===== config.mk =====
export PLATFORM = sky130hd
export DESIGN_NAME = flit_assembler_flat
export DESIGN_NICKNAME = d
export VERILOG_FILES = /design/src/rtl/flit_assembler_if.sv /design/src/rtl/flit_assembler.sv /design/src/flat_wrapper.sv
export SDC_FILE = /design/constraint.sdc
export NUM_CORES = 1
export LEC_CHECK = 0
export BUFFER_PORTS_ARGS = -buffer_cell sky130_fd_sc_hd__buf_2
export CORE_AREA = 2 2 292 294
export DETAILED_ROUTE_END_ITERATION = 10
export DIE_AREA = 0 0 294 296
export PLACE_DENSITY_LB_ADDON = 0.12
export SKIP_LAST_GASP = 1
export SYNTH_ARGS = -nofsm -noshare
export SYNTH_HDL_FRONTEND = slang
export SYNTH_SLANG_ARGS = --single-unit

===== constraint.sdc =====
create_clock -name clk -period 2.3 [get_ports clk]
set_input_delay 0.23 -clock clk [delete_from_list [all_inputs] [get_ports clk]]
set_output_delay 0.23 -clock clk [all_outputs]
set_load 0.05 [all_outputs]

===== src/rtl/flit_assembler_if.sv =====
// flit_assembler_if
//   Bundles the two handshakes around the flit assembler:
//     flit side : i_flit_in / i_flit_valid_in -> o_flit_ready_out
//     word side : o_data_out / o_valid_out    <- i_ready_in
//     status    : o_proto_err (one-cycle pulse)
//   Valid/ready semantics (both sides): a transfer happens on a rising
//   clock edge where valid && ready are both high.  Once valid is raised
//   with data, both stay unchanged until that transfer.  Ready may depend
//   combinationally on the consumer's own ready, but never on the
//   producer's valid.
//   Modports: slave = the assembler's view, master = the environment's
//   view (router egress plus downstream translator).
interface flit_assembler_if #(
  parameter int FLIT_WIDTH = 150,
  parameter int WIDTH_OUT  = 600
);
  logic [FLIT_WIDTH-1:0] i_flit_in;
  logic                  i_flit_valid_in;
  logic                  o_flit_ready_out;
  logic [WIDTH_OUT-1:0]  o_data_out;
  logic                  o_valid_out;
  logic                  i_ready_in;
  logic                  o_proto_err;

  modport slave (
    input  i_flit_in, i_flit_valid_in, i_ready_in,
    output o_flit_ready_out, o_data_out, o_valid_out, o_proto_err
  );

  modport master (
    output i_flit_in, i_flit_valid_in, i_ready_in,
    input  o_flit_ready_out, o_data_out, o_valid_out, o_proto_err
  );
endinterface


===== src/rtl/flit_assembler.sv =====
// flit_assembler
//   Packs up to four NoC flits into one wide word for the NoC-to-Avalon-ST
//   output translator.  The first flit of a word lands in the top quarter;
//   slots left unused by a short packet are zero.
//   Ports:
//     clk        - sole clock, rising edge
//     rst_n      - asynchronous active-low reset
//     bus        - flit_assembler_if.slave (flit in, word out, proto_err)
//     dbg_state  - current FSM state (0 = COLLECT, 1 = HOLD)
//   Flit layout: [FLIT_WIDTH-1] valid, [FLIT_WIDTH-2] head,
//   [FLIT_WIDTH-3] tail, remainder carried opaquely.
module flit_assembler #(
  parameter int FLIT_WIDTH     = 150,
  parameter int FLITS_PER_WORD = 4,
  parameter int WIDTH_OUT      = FLIT_WIDTH * FLITS_PER_WORD
) (
  input  logic                   clk,
  input  logic                   rst_n,
  flit_assembler_if.slave        bus,
  output logic                   dbg_state
);

  typedef enum logic {
    COLLECT = 1'b0,
    HOLD    = 1'b1
  } state_t;

  state_t                state_q, state_d;
  logic [1:0]            slot_q, slot_d;
  logic [FLIT_WIDTH-1:0] buf_q [FLITS_PER_WORD];
  logic [FLIT_WIDTH-1:0] buf_d [FLITS_PER_WORD];
  logic                  err_q, err_d;

  logic flit_ready;
  logic accept;
  logic is_head;
  logic is_tail;

  // In HOLD a flit can only be taken in the cycle the word leaves, so the
  // flit-side ready simply mirrors the translator's ready.
  assign flit_ready = (state_q == COLLECT) | bus.i_ready_in;
  // A flit whose own valid bit is clear is consumed but never stored.
  assign accept     = bus.i_flit_valid_in & flit_ready & bus.i_flit_in[FLIT_WIDTH-1];
  assign is_head    = bus.i_flit_in[FLIT_WIDTH-2];
  assign is_tail    = bus.i_flit_in[FLIT_WIDTH-3];

  always_ff @(posedge clk or negedge rst_n) begin
    if (!rst_n) begin
      state_q <= COLLECT;
      slot_q  <= 2'd0;
      err_q   <= 1'b0;
      for (int k = 0; k < FLITS_PER_WORD; k++) buf_q[k] <= '0;
    end else begin
      state_q <= state_d;
      slot_q  <= slot_d;
      err_q   <= err_d;
      for (int k = 0; k < FLITS_PER_WORD; k++) buf_q[k] <= buf_d[k];
    end
  end

  always_comb begin
    state_d = state_q;
    slot_d  = slot_q;
    err_d   = 1'b0;
    for (int k = 0; k < FLITS_PER_WORD; k++) buf_d[k] = buf_q[k];

    case (state_q)
      COLLECT: begin
        if (accept) begin
          if (is_head && (slot_q != 2'd0)) begin
            // Previous packet never sent its tail: drop the partial word
            // and restart with this head in slot 0.
            err_d = 1'b1;
            for (int k = 0; k < FLITS_PER_WORD; k++) buf_d[k] = '0;
            buf_d[0] = bus.i_flit_in;
            if (is_tail) begin
              state_d = HOLD;
              slot_d  = 2'd0;
            end else begin
              slot_d  = 2'd1;
            end
          end else begin
            buf_d[slot_q] = bus.i_flit_in;
            if (is_tail || (slot_q == 2'd3)) begin
              state_d = HOLD;
              slot_d  = 2'd0;
            end else begin
              slot_d  = slot_q + 2'd1;
            end
          end
        end
      end

      HOLD: begin
        if (bus.i_ready_in) begin
          // Word leaves this cycle; a flit arriving now starts the next
          // word without a bubble.
          for (int k = 0; k < FLITS_PER_WORD; k++) buf_d[k] = '0;
          state_d = COLLECT;
          slot_d  = 2'd0;
          if (accept) begin
            buf_d[0] = bus.i_flit_in;
            if (is_tail) begin
              state_d = HOLD;
            end else begin
              slot_d  = 2'd1;
            end
          end
        end
      end

      default: begin
        state_d = COLLECT;
        slot_d  = 2'd0;
      end
    endcase
  end

  for (genvar k = 0; k < FLITS_PER_WORD; k++) begin : g_pack
    assign bus.o_data_out[WIDTH_OUT-1-k*FLIT_WIDTH -: FLIT_WIDTH] = buf_q[k];
  end

  // Valid comes straight from the state register so reset drops it at once.
  assign bus.o_valid_out      = (state_q == HOLD);
  assign bus.o_flit_ready_out = flit_ready;
  assign bus.o_proto_err      = err_q;
  assign dbg_state            = state_q;

endmodule


===== src/flat_wrapper.sv =====
// flat-port wrapper written by rule: the top's interface ports become plain ports
module flit_assembler_flat 
#(
  parameter int FLIT_WIDTH     = 150,
  parameter int FLITS_PER_WORD = 4,
  parameter int WIDTH_OUT      = FLIT_WIDTH * FLITS_PER_WORD
)
  (clk, rst_n, dbg_state, bus_i_flit_in, bus_i_flit_valid_in, bus_i_ready_in, bus_o_flit_ready_out, bus_o_data_out, bus_o_valid_out, bus_o_proto_err);
  flit_assembler_if #(.FLIT_WIDTH(FLIT_WIDTH), .WIDTH_OUT(WIDTH_OUT)) bus_i ();
  input  logic clk;
  input  logic rst_n;
  output logic dbg_state;
  input wire logic [$bits(bus_i.i_flit_in)-1:0] bus_i_flit_in;
  input wire logic [$bits(bus_i.i_flit_valid_in)-1:0] bus_i_flit_valid_in;
  input wire logic [$bits(bus_i.i_ready_in)-1:0] bus_i_ready_in;
  output wire logic [$bits(bus_i.o_flit_ready_out)-1:0] bus_o_flit_ready_out;
  output wire logic [$bits(bus_i.o_data_out)-1:0] bus_o_data_out;
  output wire logic [$bits(bus_i.o_valid_out)-1:0] bus_o_valid_out;
  output wire logic [$bits(bus_i.o_proto_err)-1:0] bus_o_proto_err;
  assign bus_i.i_flit_in = bus_i_flit_in;
  assign bus_i.i_flit_valid_in = bus_i_flit_valid_in;
  assign bus_i.i_ready_in = bus_i_ready_in;
  assign bus_o_flit_ready_out = bus_i.o_flit_ready_out;
  assign bus_o_data_out = bus_i.o_data_out;
  assign bus_o_valid_out = bus_i.o_valid_out;
  assign bus_o_proto_err = bus_i.o_proto_err;
  flit_assembler #(.FLIT_WIDTH(FLIT_WIDTH), .FLITS_PER_WORD(FLITS_PER_WORD), .WIDTH_OUT(WIDTH_OUT)) u_core (.clk(clk), .rst_n(rst_n), .bus(bus_i), .dbg_state(dbg_state));
endmodule

**Word-level counts from Yosys, hierarchy flattened**

Cells that the tools add are included.
Widths: inputs -> output; s select.

- Register bits: 604
- Bits of input ports: 154
- Output and inout bits: 604
- Logic and storage cells: 48

- Add/subtract/negate cells: 1
- Order comparisons: 2
- Eq/ne operators: 3
- Multiplexer cells: 25
- Bitwise logic cells: 5
- Reduce and logical (&&, ||, !) cells: 5

Operators by type and width:

| operator | number |
|---|---|
| $mux 600 | 3 |
| $pmux 600 s2 | 1 |
| $bwmux 600 | 1 |
| $demux 150 s2 | 1 |
| $mux 150 | 2 |
| $mux 1 | 10 |
| $mux 2 | 5 |
| $pmux 2 s2 | 1 |
| $ge 3x3->1 const B | 1 |
| $lt 3x1->1 const B | 1 |
| $not 2->3 | 1 |
| $add 2x1->2 const B | 1 |
| $and 1x1->1 | 2 |
| $eq 2x2->1 const B | 1 |
| $logic_and 1x1->1 | 2 |
| $ne 2x1->1 const B | 1 |
| $ne 2x2->1 const B | 1 |
| $pmux 1 s2 | 1 |
| $reduce_and 2->1 | 1 |
| $reduce_bool 2->1 | 1 |
| $logic_or 1x1->1 | 1 |
| $not 1->1 | 1 |
| $or 1x1->1 | 1 |

**Longest topological paths before layout**

- Depth in word-level cells: 9
- Depth in mapped cells: 8
- Gate-level depth less buffers: 5

**Worst setup path before layout**

No wires, ideal clock.

- Kind: register -> register
- From: register u_core.state_q, in the netlist u_core.bus.o_valid_out
- To: register u_core.buf_q (netlist bit u_core.bus.o_data_out[339])
- Setup time: 121 ps
- Data arrival time: 1798 ps
- Path slack: 381 ps
- Cell stages (with the launch flop): 9
- Path buffers: 5
- Clock period less this slack: 1919 ps
- Path through: dfrtp_1 -> buf_6 -> inv_2 -> buf_2 -> and4_4 -> buf_6 -> buf_6 -> buf_6 -> a22o_1

- Longest elaborated chain between the ends: 6

RTL lines:

| element | line | source |
|---|---|---|
| start: declaration | flit_assembler.sv:28 | `state_t state_q, state_d;` |
| start signal: assignment | flit_assembler.sv:54 | `state_q <= state_d;` |
| $not 1->1 | - |  |
| $or 1x1->1 | flit_assembler.sv:41 | `assign flit_ready = (state_q == COLLECT) \| bus.i_ready_in;` |
| $and 1x1->1 (2 in a row) | flit_assembler.sv:43 | `assign accept = bus.i_flit_valid_in & flit_ready & bus.i_flit_in[FLIT_WIDTH-1];` |
| $ne 2x1->1 (no source line) | - |  |
| $reduce_and 2->1 (no source line) | - |  |
| end: declaration | flit_assembler.sv:30 | `logic [FLIT_WIDTH-1:0] buf_q [FLITS_PER_WORD];` |

Several ways; a longest one is shown, not always the timed one.
A chain may end at the register's enable or synchronous reset.

**Final worst setup path**

- From: register u_core.state_q, in the netlist u_core.bus.o_valid_out
- To: output port bus_o_flit_ready_out

- Longest elaborated chain between the ends: 2

RTL lines:

| element | line | source |
|---|---|---|
| $not 1->1 | - |  |
| $or 1x1->1 | flit_assembler.sv:41 |  |
| end: declaration | flat_wrapper.sv:16 | `output wire logic [$bits(bus_i.o_flit_ready_out)-1:0] bus_o_flit_ready_out;` |

Every way passes these cells.

==> results_dict.tcl <==
set metrics [dict create \
    ys_types 40 \
    cts-htree-levels 3 \
    routabilityCongestion 0.798 \
    routed_wl_um 92800 \
    synth_ff_type "dfrtp_1" \
    grt_pass1_vias 19482 \
    hold_slack_ns 0.0619 \
    run_status "complete, no violations" \
    cts.path.max_buffers 3 \
    hold_viol 0 \
    numCtsBuffers 71 \
    clkLatencyLatePin_ns 0.61 \
    final_common_cell "buf_2" \
    wl_per_cell_um 24.7 \
    io_buffers 757 \
    final_area_um2 32600 \
    end_kind "output port" \
    rows 107 \
    area_growth_pct 38.9 \
    cp_slowest_cell "dfrtp_4" \
    maxCapViolCount 0 \
    max_slew_margin_pct 48.5 \
    p_leak_uw 0.0172 \
    seq_area_frac_synth_pct 64.5 \
    nFillCells 8135 \
    grt_usage_pct 20.7 \
    path_delay_family "flip-flops" \
    final_core_util_pct 38.7 \
    grt_setup_unrepaired "false" \
    worstPathMaxFanout 51 \
    gr-total-overflow 0 \
    drt_iter0_markers 1130 \
    slowest_delay_ns 0.59 \
    cts_setup_buffers 0 \
    die_h_um 296 \
    die_area_um2 87000 \
    finalSetupTns_ns 0 \
    antenna_found_initial 1 \
    synth-async-reset-ratio_pct 100 \
    dr.pass1.iters 5 \
    via_per_inst 5.06 \
    cts_tree "built" \
    synth_area_per_cell_um2 13.5 \
    cts_sinks 604 \
    start_util_pct 27.8 \
    layout.cells.most_common_list "756 x buf_2, 603 x dfrtp_1, 445 x a22o_1, 151 x inv_1, 151 x dlygate4sd3_1" \
    setup_viol 0 \
    dp_hpwl_um 62400 \
    cp.required_ns 2.07 \
    cp.arrival_ns 1.90 \
    finalCritPeriodShare_pct 92.8 \
    skew_ns 0.0249 \
    num-nets-final 2770 \
    clk_pin_slew_ns 0.06 \
    grt_pass1_wl_um 136000 \
    ir_worst_vdd_mv 0.556 \
    clock.fmax_mhz 468 \
    antenna_left 0 \
    hold_class "in -> reg" \
    drive_gt1_share_pct 36.0 \
    cts-root-buf "clkbuf_16" \
    netlist_area_um2 23400 \
    fp.dieW_um 294 \
    core_region_area_um2 84200 \
    drv_slew 0 \
    syn-num-nets 1897 \
    synth_edf_count 0 \
    vias 18986 \
    syn_inst 1739 \
    diodes 0 \
    drc_errors 0 \
    postPlaceCellArea_um2 28600 \
    crit_chain "buf_16 > nand2b_1 > buf_2" \
    synth_seq_cells 604 \
    critPathLaunchType "register" \
    ys_warn_count 0 \
    cp.buffers_inverters 2 \
    power.density_nw_per_um2 1200 \
    io_pins 758 \
    crit_type "reg -> out" \
    worst_pin_slew_ns 0.773 \
    period_minus_slack_ns 2.13 \
    grt_max_degree 96 \
]
-- final timing paths --
check,cells past startpoint,to,slack [ns],from
min in group asynchronous,2,u_core.bus.o_data_out[130],0.20,rst_n
max in group asynchronous,4,u_core.bus.o_data_out[92],1.20,rst_n
setup reg to reg,6,u_core.bus.o_data_out[336],0.18,u_core.slot_q[0]
hold reg to reg,1,u_core.bus.o_data_out[598],0.48,u_core.bus.o_data_out[598]
hold / removal,3,u_core.bus.o_valid_out,0.06,bus_i_flit_in[149]
setup / recovery,3,bus_o_flit_ready_out,0.17,u_core.bus.o_valid_out
-- worst reg2reg max path: cells and delay by family, from the launching register on --
family / cells / cell delay, ns
and+or+nand+nor: 2 / 0.55
buffers and inverters: 2 / 0.47
DFF: 1 / 0.41
adders and majority gates: 1 / 0.31
AOI/OAI and AO/OA: 1 / 0.31
-- area by class of cell --
cell class,count,area (µm²),share of cell area [%]
clock inverters,17,268,0.822
multi-input cells,796,6630,20.4
flip-flops and latches,604,15100,46.4
well taps,1090,1360,4.19
repair buffers,987,6500,20.0
clock buffers,105,2110,6.47
inverters,152,571,1.75
-- report_power, final --
group / total (µW) / internal, µW / leakage, µW / switching (µW)
logic: 14000 / 3330 / 0.00794 / 10700
registers: 13700 / 12600 / 0.00811 / 1140
clock network: 11400 / 6820 / 0.00116 / 4620
total: 39200 / 22700 / 0.0172 / 16400
-- stage by stage --
| stage | setup WS [ns] | power, µW | instances |
|---|---|---|---|
| floorplan | 0.381 | 23300 | 1739 |
| global placement | 0.231 | 27700 | 3477 |
| detailed placement | 0.227 | 27700 | 3477 |
| CTS | 0.0916 | 39700 | 3751 |
| global route | 0.0857 | 40800 | 3751 |
| finish | 0.165 | 39200 | 3751 |
-- logic make-up after synthesis --
family | after synthesis | share of synthesized area, %
buffers and inverters | 339 | 7.39
flip-flops | 604 | 64.5
AND/OR/NAND/NOR | 28 | 0.769
AO/OA/AOI/OAI | 762 | 27.0
multiplexers | 2 | 0.0854
adder cells (fa/ha/maj) | 4 | 0.214
-- per-layer routing --
| layer | vias up | GRT usage, % | part of all wire (%) |
|---|---|---|---|
| met1 | 9787 | 26.5 | 41 |
| met2 | 735 | 33.8 | 48 |
| met4 | 0 | 6.96 | 2.9 |
| met3 | 147 | 5.48 | 7.5 |
| li1 | 8317 | - | - |
| met5 | - | 0 | 0 |
-- sequential cells by signal, summed over array words and instances (netlist names) --
register	cells
u_core.bus.o_data_out	600
u_core.bus.o_proto_err	1
u_core.bus.o_valid_out	1
u_core.slot_q	2
-- Yosys cell counts (3+ instances only) --
library cell	count	area share [%]
a22o_1	445	17
buf_6	46	2.2
o31ai_1	147	4.7
and2_1	3	0.080
and4_4	3	0.14
buf_2	82	1.8
dfrtp_1	604	65
o211ai_1	150	4.8
nor2_1	5	0.080
nand3_1	5	0.11
inv_1	151	2.4
ha_1	4	0.21
buf_4	3	0.096
o22a_1	3	0.11
clkbuf_1	54	0.87
a21boi_0	3	0.096
-- timing repair --
item,CTS,global route
hold endpoints to repair,617,0
hold buffers,151,0
setup endpoints to repair,3,0
resized for setup,1,0
Power figures use the tool's default switching activity.
